==> src/rtl/clock_pkg.sv <==
// rtl/clock_pkg.sv - shared calendar types, field layout and month-length helpers
package clock_pkg;

  typedef enum logic [2:0] {
    ST_IDLE,
    ST_SET_DAY,
    ST_SET_MONTH,
    ST_SET_YEAR,
    ST_COMMIT
  } state_t;

  localparam int DAY_MSB  = 18;
  localparam int DAY_LSB  = 13;
  localparam int MON_MSB  = 12;
  localparam int MON_LSB  = 8;
  localparam int YEAR_MSB = 7;
  localparam int YEAR_LSB = 0;

  localparam logic [1:0] FIELD_NONE  = 2'd0;
  localparam logic [1:0] FIELD_DAY   = 2'd1;
  localparam logic [1:0] FIELD_MONTH = 2'd2;
  localparam logic [1:0] FIELD_YEAR  = 2'd3;

  // Years are 2000-2099, so divisibility by 4 decides leap years; in BCD that
  // depends only on the parity of the tens digit and the ones digit.
  function automatic logic [5:0] days_in_month(input logic [4:0] month_bcd,
                                               input logic [7:0] year_bcd);
    logic leap;
    leap = year_bcd[4] ? (year_bcd[3:0] == 4'd2 || year_bcd[3:0] == 4'd6)
                       : (year_bcd[3:0] == 4'd0 || year_bcd[3:0] == 4'd4 ||
                          year_bcd[3:0] == 4'd8);
    case (month_bcd)
      5'h04, 5'h06, 5'h09, 5'h11: days_in_month = 6'h30;
      5'h02:                      days_in_month = leap ? 6'h29 : 6'h28;
      default:                    days_in_month = 6'h31;
    endcase
  endfunction

  function automatic logic [5:0] clamp_day(input logic [5:0] day_bcd,
                                           input logic [5:0] max_bcd);
    clamp_day = (day_bcd > max_bcd) ? max_bcd : day_bcd;
  endfunction

endpackage

==> src/rtl/bcd_field_inc.sv <==
// rtl/bcd_field_inc.sv - combinational two-digit BCD increment with min/max wrap
module bcd_field_inc #(
  parameter int TENS_W = 4
) (
  input  logic [TENS_W+3:0] value,
  input  logic [TENS_W+3:0] min_value,
  input  logic [TENS_W+3:0] max_value,
  output logic [TENS_W+3:0] next_value
);

  // BCD ordering matches binary ordering, so a plain compare finds the wrap point.
  always_comb begin
    next_value = min_value;
    if (value < max_value) begin
      if (value[3:0] >= 4'd9) begin
        next_value = {value[TENS_W+3:4] + TENS_W'(1), 4'd0};
      end else begin
        next_value = {value[TENS_W+3:4], value[3:0] + 4'd1};
      end
    end
  end

endmodule

==> src/rtl/date_set_ctrl.sv <==
// rtl/date_set_ctrl.sv - button-driven date edit FSM feeding the calendar overwrite port
module date_set_ctrl
  import clock_pkg::*;
#(
  parameter int OW_CYCLES = 2,
  parameter int TIMEOUT   = 50_000_000
) (
  input  logic        clk,
  input  logic        rst_n,
  input  logic        mode_btn,
  input  logic        inc_btn,
  input  logic [18:0] date_cur,
  output logic [18:0] date_in,
  output logic        date_ow,
  output logic        editing,
  output logic [1:0]  field
);

  localparam int TCNT_W = $clog2(TIMEOUT);
  localparam int OCNT_W = (OW_CYCLES > 1) ? $clog2(OW_CYCLES) : 1;

  state_t state, next_state;
  logic [TCNT_W-1:0] tcnt;
  logic [OCNT_W-1:0] ocnt;
  logic [5:0] day;
  logic [4:0] mon;
  logic [7:0] year;

  logic       in_edit, timeout_hit, ow_done;
  logic [5:0] cur_day, cap_day;
  logic [4:0] cur_mon, cap_mon;
  logic [7:0] cur_year;
  logic [5:0] day_max, day_next;
  logic [4:0] mon_next;
  logic [7:0] year_next;
  logic       editing_d, date_ow_d;
  logic [1:0] field_d;

  assign date_in = {day, mon, year};

  assign in_edit     = (state == ST_SET_DAY) || (state == ST_SET_MONTH) || (state == ST_SET_YEAR);
  assign timeout_hit = in_edit && !mode_btn && !inc_btn && (tcnt == TCNT_W'(TIMEOUT - 1));
  assign ow_done     = (ocnt == OCNT_W'(OW_CYCLES - 1));

  // Captured date is repaired so the edit always starts from a valid calendar date.
  assign cur_day  = date_cur[DAY_MSB:DAY_LSB];
  assign cur_mon  = date_cur[MON_MSB:MON_LSB];
  assign cur_year = date_cur[YEAR_MSB:YEAR_LSB];
  assign cap_mon  = (cur_mon == 5'h00 || cur_mon > 5'h12) ? 5'h01 : cur_mon;
  assign cap_day  = clamp_day((cur_day == 6'h00) ? 6'h01 : cur_day,
                              days_in_month(cap_mon, cur_year));

  assign day_max = days_in_month(mon, year);

  bcd_field_inc #(.TENS_W(2)) u_day_inc (
    .value(day), .min_value(6'h01), .max_value(day_max), .next_value(day_next)
  );
  bcd_field_inc #(.TENS_W(1)) u_mon_inc (
    .value(mon), .min_value(5'h01), .max_value(5'h12), .next_value(mon_next)
  );
  bcd_field_inc #(.TENS_W(4)) u_year_inc (
    .value(year), .min_value(8'h00), .max_value(8'h99), .next_value(year_next)
  );

  always_ff @(posedge clk or negedge rst_n) begin
    if (!rst_n) state <= ST_IDLE;
    else        state <= next_state;
  end

  always_comb begin
    next_state = state;
    case (state)
      ST_IDLE:      if (mode_btn) next_state = ST_SET_DAY;
      ST_SET_DAY:   if (mode_btn) next_state = ST_SET_MONTH;
                    else if (timeout_hit) next_state = ST_IDLE;
      ST_SET_MONTH: if (mode_btn) next_state = ST_SET_YEAR;
                    else if (timeout_hit) next_state = ST_IDLE;
      ST_SET_YEAR:  if (mode_btn) next_state = ST_COMMIT;
                    else if (timeout_hit) next_state = ST_IDLE;
      ST_COMMIT:    if (ow_done) next_state = ST_IDLE;
      default:      next_state = ST_IDLE;
    endcase
  end

  // Outputs are decoded from next_state and registered so they change on the same edge as state.
  always_comb begin
    editing_d = 1'b0;
    date_ow_d = 1'b0;
    field_d   = FIELD_NONE;
    case (next_state)
      ST_SET_DAY:   begin editing_d = 1'b1; field_d = FIELD_DAY;   end
      ST_SET_MONTH: begin editing_d = 1'b1; field_d = FIELD_MONTH; end
      ST_SET_YEAR:  begin editing_d = 1'b1; field_d = FIELD_YEAR;  end
      ST_COMMIT:    date_ow_d = 1'b1;
      default:      ;
    endcase
  end

  always_ff @(posedge clk or negedge rst_n) begin
    if (!rst_n) begin
      editing <= 1'b0;
      date_ow <= 1'b0;
      field   <= FIELD_NONE;
    end else begin
      editing <= editing_d;
      date_ow <= date_ow_d;
      field   <= field_d;
    end
  end

  always_ff @(posedge clk or negedge rst_n) begin
    if (!rst_n) begin
      tcnt <= '0;
      ocnt <= '0;
    end else begin
      if (in_edit && next_state == state && !mode_btn && !inc_btn) tcnt <= tcnt + TCNT_W'(1);
      else                                                         tcnt <= '0;
      if (state == ST_COMMIT && next_state == ST_COMMIT) ocnt <= ocnt + OCNT_W'(1);
      else                                               ocnt <= '0;
    end
  end

  // Month and year changes re-clamp the day in the same update.
  always_ff @(posedge clk or negedge rst_n) begin
    if (!rst_n) begin
      day  <= '0;
      mon  <= '0;
      year <= '0;
    end else if (state == ST_IDLE && mode_btn) begin
      day  <= cap_day;
      mon  <= cap_mon;
      year <= cur_year;
    end else if (in_edit && inc_btn && !mode_btn) begin
      case (state)
        ST_SET_DAY: day <= day_next;
        ST_SET_MONTH: begin
          mon <= mon_next;
          day <= clamp_day(day, days_in_month(mon_next, year));
        end
        ST_SET_YEAR: begin
          year <= year_next;
          day  <= clamp_day(day, days_in_month(mon, year_next));
        end
        default: ;
      endcase
    end
  end

endmodule

==> config.mk <==
export PLATFORM = sky130hd
export DESIGN_NAME = date_set_ctrl
export DESIGN_NICKNAME = d
export VERILOG_FILES = /design/src/rtl/clock_pkg.sv /design/src/rtl/bcd_field_inc.sv /design/src/rtl/date_set_ctrl.sv
export SDC_FILE = /design/constraint.sdc
export NUM_CORES = 1
export LEC_CHECK = 0
export BUFFER_PORTS_ARGS = -buffer_cell sky130_fd_sc_hd__buf_2
export CELL_PAD_IN_SITES_DETAIL_PLACEMENT = 0
export CELL_PAD_IN_SITES_GLOBAL_PLACEMENT = 1
export CORE_ASPECT_RATIO = 0.7
export CORE_MARGIN = 5
export CORE_UTILIZATION = 30
export DETAILED_ROUTE_END_ITERATION = 12
export MAX_ROUTING_LAYER = met4
export PLACE_DENSITY_LB_ADDON = 0.1
export SETUP_SLACK_MARGIN = 0.02
export SLEW_MARGIN = 20
export SYNTH_ARGS = -nofsm -noshare
export SYNTH_HDL_FRONTEND = slang
export SYNTH_HIERARCHICAL = 1
export SYNTH_SLANG_ARGS = --single-unit
==> constraint.sdc <==
create_clock -name clk -period 4.1 [get_ports clk]
set_input_delay 0 -clock clk [delete_from_list [all_inputs] [get_ports clk]]
set_output_delay 0 -clock clk [all_outputs]
set_load 0.02 [all_outputs]
==> qor.yml <==
status: "completed"
areaGrowthSynthToFinish_pct: 18.2
cts_made_buffers: 5
grt_pass1_vias: 3601
preCtsSetupSlack_ns: 0.263
rr_worst_depth: 16
numPortBuffers: 45
ff_latch_area_mm2: 0.00133
drv_cap: 0
wire_per_inst_um: 14.4
start_util_pct: 30.7
antenna_cells: 0
period_share_pct: 92.3
clockBufferDepth: 2
ant_nets: 0
path_clk_slew_ns: 0.07
synth_ff_type: "dfrtp_1"
io_pins: 46
synth_edf_count: 0
ys_seq_area_share_pct: 30.9
drtIter0Drc: 221
async_flop_share_pct: 100
die_h_um: 110
multi_input_area_mm2: 0.00285
hold_viol: 0
cts_tree: "yes"
die_w_um: 153
grt_start_max_net_pins: 54
grt_pass1_wl_mm: 18.7
grtUsageMet3_pct: 2.22
synth_cell_types: 67
r2r-start: "year[1]"
relSlewSlack_pct: 46.5
num-nets-final: 627
synth_area_mm2: 0.00429
cp.arrival_ns: 4.02
clk-insertion-delay-late_ns: 0.30
cp-end-kind: "flop"
finClkSkew_ns: 0.00635
top_usage_layer: "met2"
synth.ff_latch_count: 53
holdPathEnd: "year[6]"
dr.pass1.iters: 4
fin_ws_ns: 0.315
htree_levels: 2
layout-drive-gt1-share_pct: 19.3
clock_sinks: 53
fin_crit_ns: 3.79
die_area_mm2: 0.0168
fillers: 1471
antenna_found_initial: 0
finalSetupViolCount: 0
root_buffer: "clkbuf_16"
synthCells: 480
hold_class: "input pin to flop"
drv_slew: 0
fin_tns_setup_ns: 0
avgSynthCellArea_um2: 8.93
path_class: "flop to flop"
ys_warn_count: 6
vias_per_cell: 4.67
use_met2_pct: 21.1
fmax_mhz: 264
r2r_end: "day[4]"
grt_usage_pct: 14.2
hpwl_mm: 8.26
power_density_mw_per_mm2: 679
crit_fanout: 12
rsz0062_at_grt: "false"
worst_slew_pin_slew_ns: 0.800
place.gp.congestion: 0.818
required_ns: 4.33
post-route-util_pct: 36.3
leakagePower_nw: 2.28
route.detailed.drc: 0
drt-total-wl_mm: 10.9
hold_start: "date_cur[6]"
grtUsageMet1_pct: 20.3
vdd_drop_max_uv: 235
vias: 3542
coreArea_mm2: 0.0140
whs_path_depth: 3
grt_overflow_total: 0
r2r_setup_slack_ns: 0.31
fp-row-count: 36
start_kind: "flop"
-- cells in the mapped netlist (2+ instances only) --
cell / count / share of area, %
xor2_1: 19 / 3.9
or3b_2: 2 / 0.41
mux2_2: 12 / 3.2
nor3_1: 9 / 1.1
buf_12: 2 / 0.93
nand2_1: 31 / 2.7
a21oi_1: 28 / 3.3
a31oi_1: 6 / 0.88
and3_1: 2 / 0.29
a211o_1: 3 / 0.61
nand4_1: 7 / 1.0
nor3b_1: 3 / 0.53
nor2b_1: 7 / 1.0
conb_1: 2 / 0.18
a311oi_1: 3 / 0.61
a211oi_1: 5 / 0.88
xnor2_1: 18 / 3.7
and4_2: 2 / 0.47
nor2_1: 66 / 5.8
a21o_1: 3 / 0.53
dfrtp_1: 53 / 31
or3_1: 3 / 0.44
and2_1: 3 / 0.44
inv_1: 39 / 3.4
nand3b_1: 6 / 1.1
clkbuf_1: 9 / 0.79
o31ai_1: 2 / 0.35
mux2_4: 6 / 2.1
o21ai_0: 16 / 1.9
nor4_1: 5 / 0.73
ha_1: 36 / 11
nand3_1: 15 / 1.8
mux2i_1: 16 / 3.7
nand2b_1: 6 / 0.88
or4_1: 2 / 0.35
a31o_2: 2 / 0.41
-- cells by family (layout without fill, tap and decap cells) --
kind of cell               after synthesis  in the layout  synth area share, %
other                                    2             35                0.175
adders and majority gates               36             36                 10.5
xor gates and xnor gates                37             37                 7.56
DFF                                     53             53                 30.9
and+or+nand+nor                        178            178                 21.3
buffers and inverters                   53            109                 5.84
AOI/OAI and AO/OA                       86             86                 14.4
muxes                                   35             35                 9.25
-- per-layer routing --
metal	part of all wire [%]	routed length, µm
met2	41	4460
met3	2.5	269
met5	0	0
met4	1.5	166
met1	55	6020
-- state kept, by name, summed over array words and instances (netlist names), 2 cells and up --
name,flops
mon,5
year,8
tcnt,26
field,2
state,3
day,6
-- metrics by stage --
step | cell area, µm² | hold WS, ns | power, mW | cells
global placement | 4870 | 0.213 | 2.98 | 746
floorplan | 4410 | -0.296 | 2.40 | 513
detailed placement | 4870 | 0.217 | 2.99 | 746
global route | 5070 | 0.0272 | 3.77 | 759
finish | 5070 | 0.00648 | 3.44 | 759
CTS | 5030 | 0.00515 | 3.45 | 756
-- worst max-delay path by stage --
| stage | startpoint | endpoint |
|---|---|---|
| final | year[1] | day[4] |
| after global routing | mon[1] | day[4] |
| after CTS | year[7] | day[4] |
| after detailed placement | year[7] | day[4] |
| after global placement | year[1] | day[4] |
| after floorplan | mon[4] | day[4] |
-- worst max-delay path, stage by stage, from the launching register on --
cell       delay [ns]
dfrtp_1          0.47
ha_1             0.32
nand2_1          0.05
o21ai_1          0.21
a41oi_4          0.18
buf_4            0.19
mux2_2           0.30
nor3_1           0.20
a21oi_1          0.07
o31ai_1          0.30
and2_1           0.20
ha_1             0.23
nand4_1          0.07
o2111ai_1        0.11
a311o_2          0.50
a211oi_1         0.20
a21o_1           0.11
-- layout make-up --
| class | count | share of cell area (%) |
|---|---|---|
| tap | 190 | 4.69 |
| inverter | 39 | 2.89 |
| sequential | 53 | 26.2 |
| clock buffer | 6 | 2.54 |
| multi-input combinational | 407 | 56.3 |
| timing repair buffer | 62 | 7.06 |
| clock inverter | 2 | 0.296 |
-- report_power, final --
part / internal [mW] / leakage (nW) / switching [mW]
clock network: 0.227 / 0.0631 / 0.201
registers: 0.649 / 0.689 / 0.205
logic: 0.954 / 1.52 / 1.20
-- timing repair --
action | in CTS | in global routing
hold buffers | 2 | 0
resized for setup | 0 | 3
endpoints found under the hold margin | 54 | 0
setup endpoints to repair | 0 | 3
buffers inserted | 0 | 3
-- layout by cell type, fill, tap and decap left out, drive strengths merged, types with 4 or more instances in the layout --
cell	n
clkbuf	6
a31oi	7
a21oi	29
nand3b	6
nor3b	4
inv	39
mux2	19
nand4	7
a211oi	6
nand2	31
dfrtp	53
nor3	9
mux2i	16
ha	36
xor2	19
xnor2	18
buf	60
nor4	6
nor2b	8
nor2	66
nand3	15
a21o	4
nand2b	7
o21ai	18
conb	35
No activity file was read; power rests on OpenSTA's default activity.
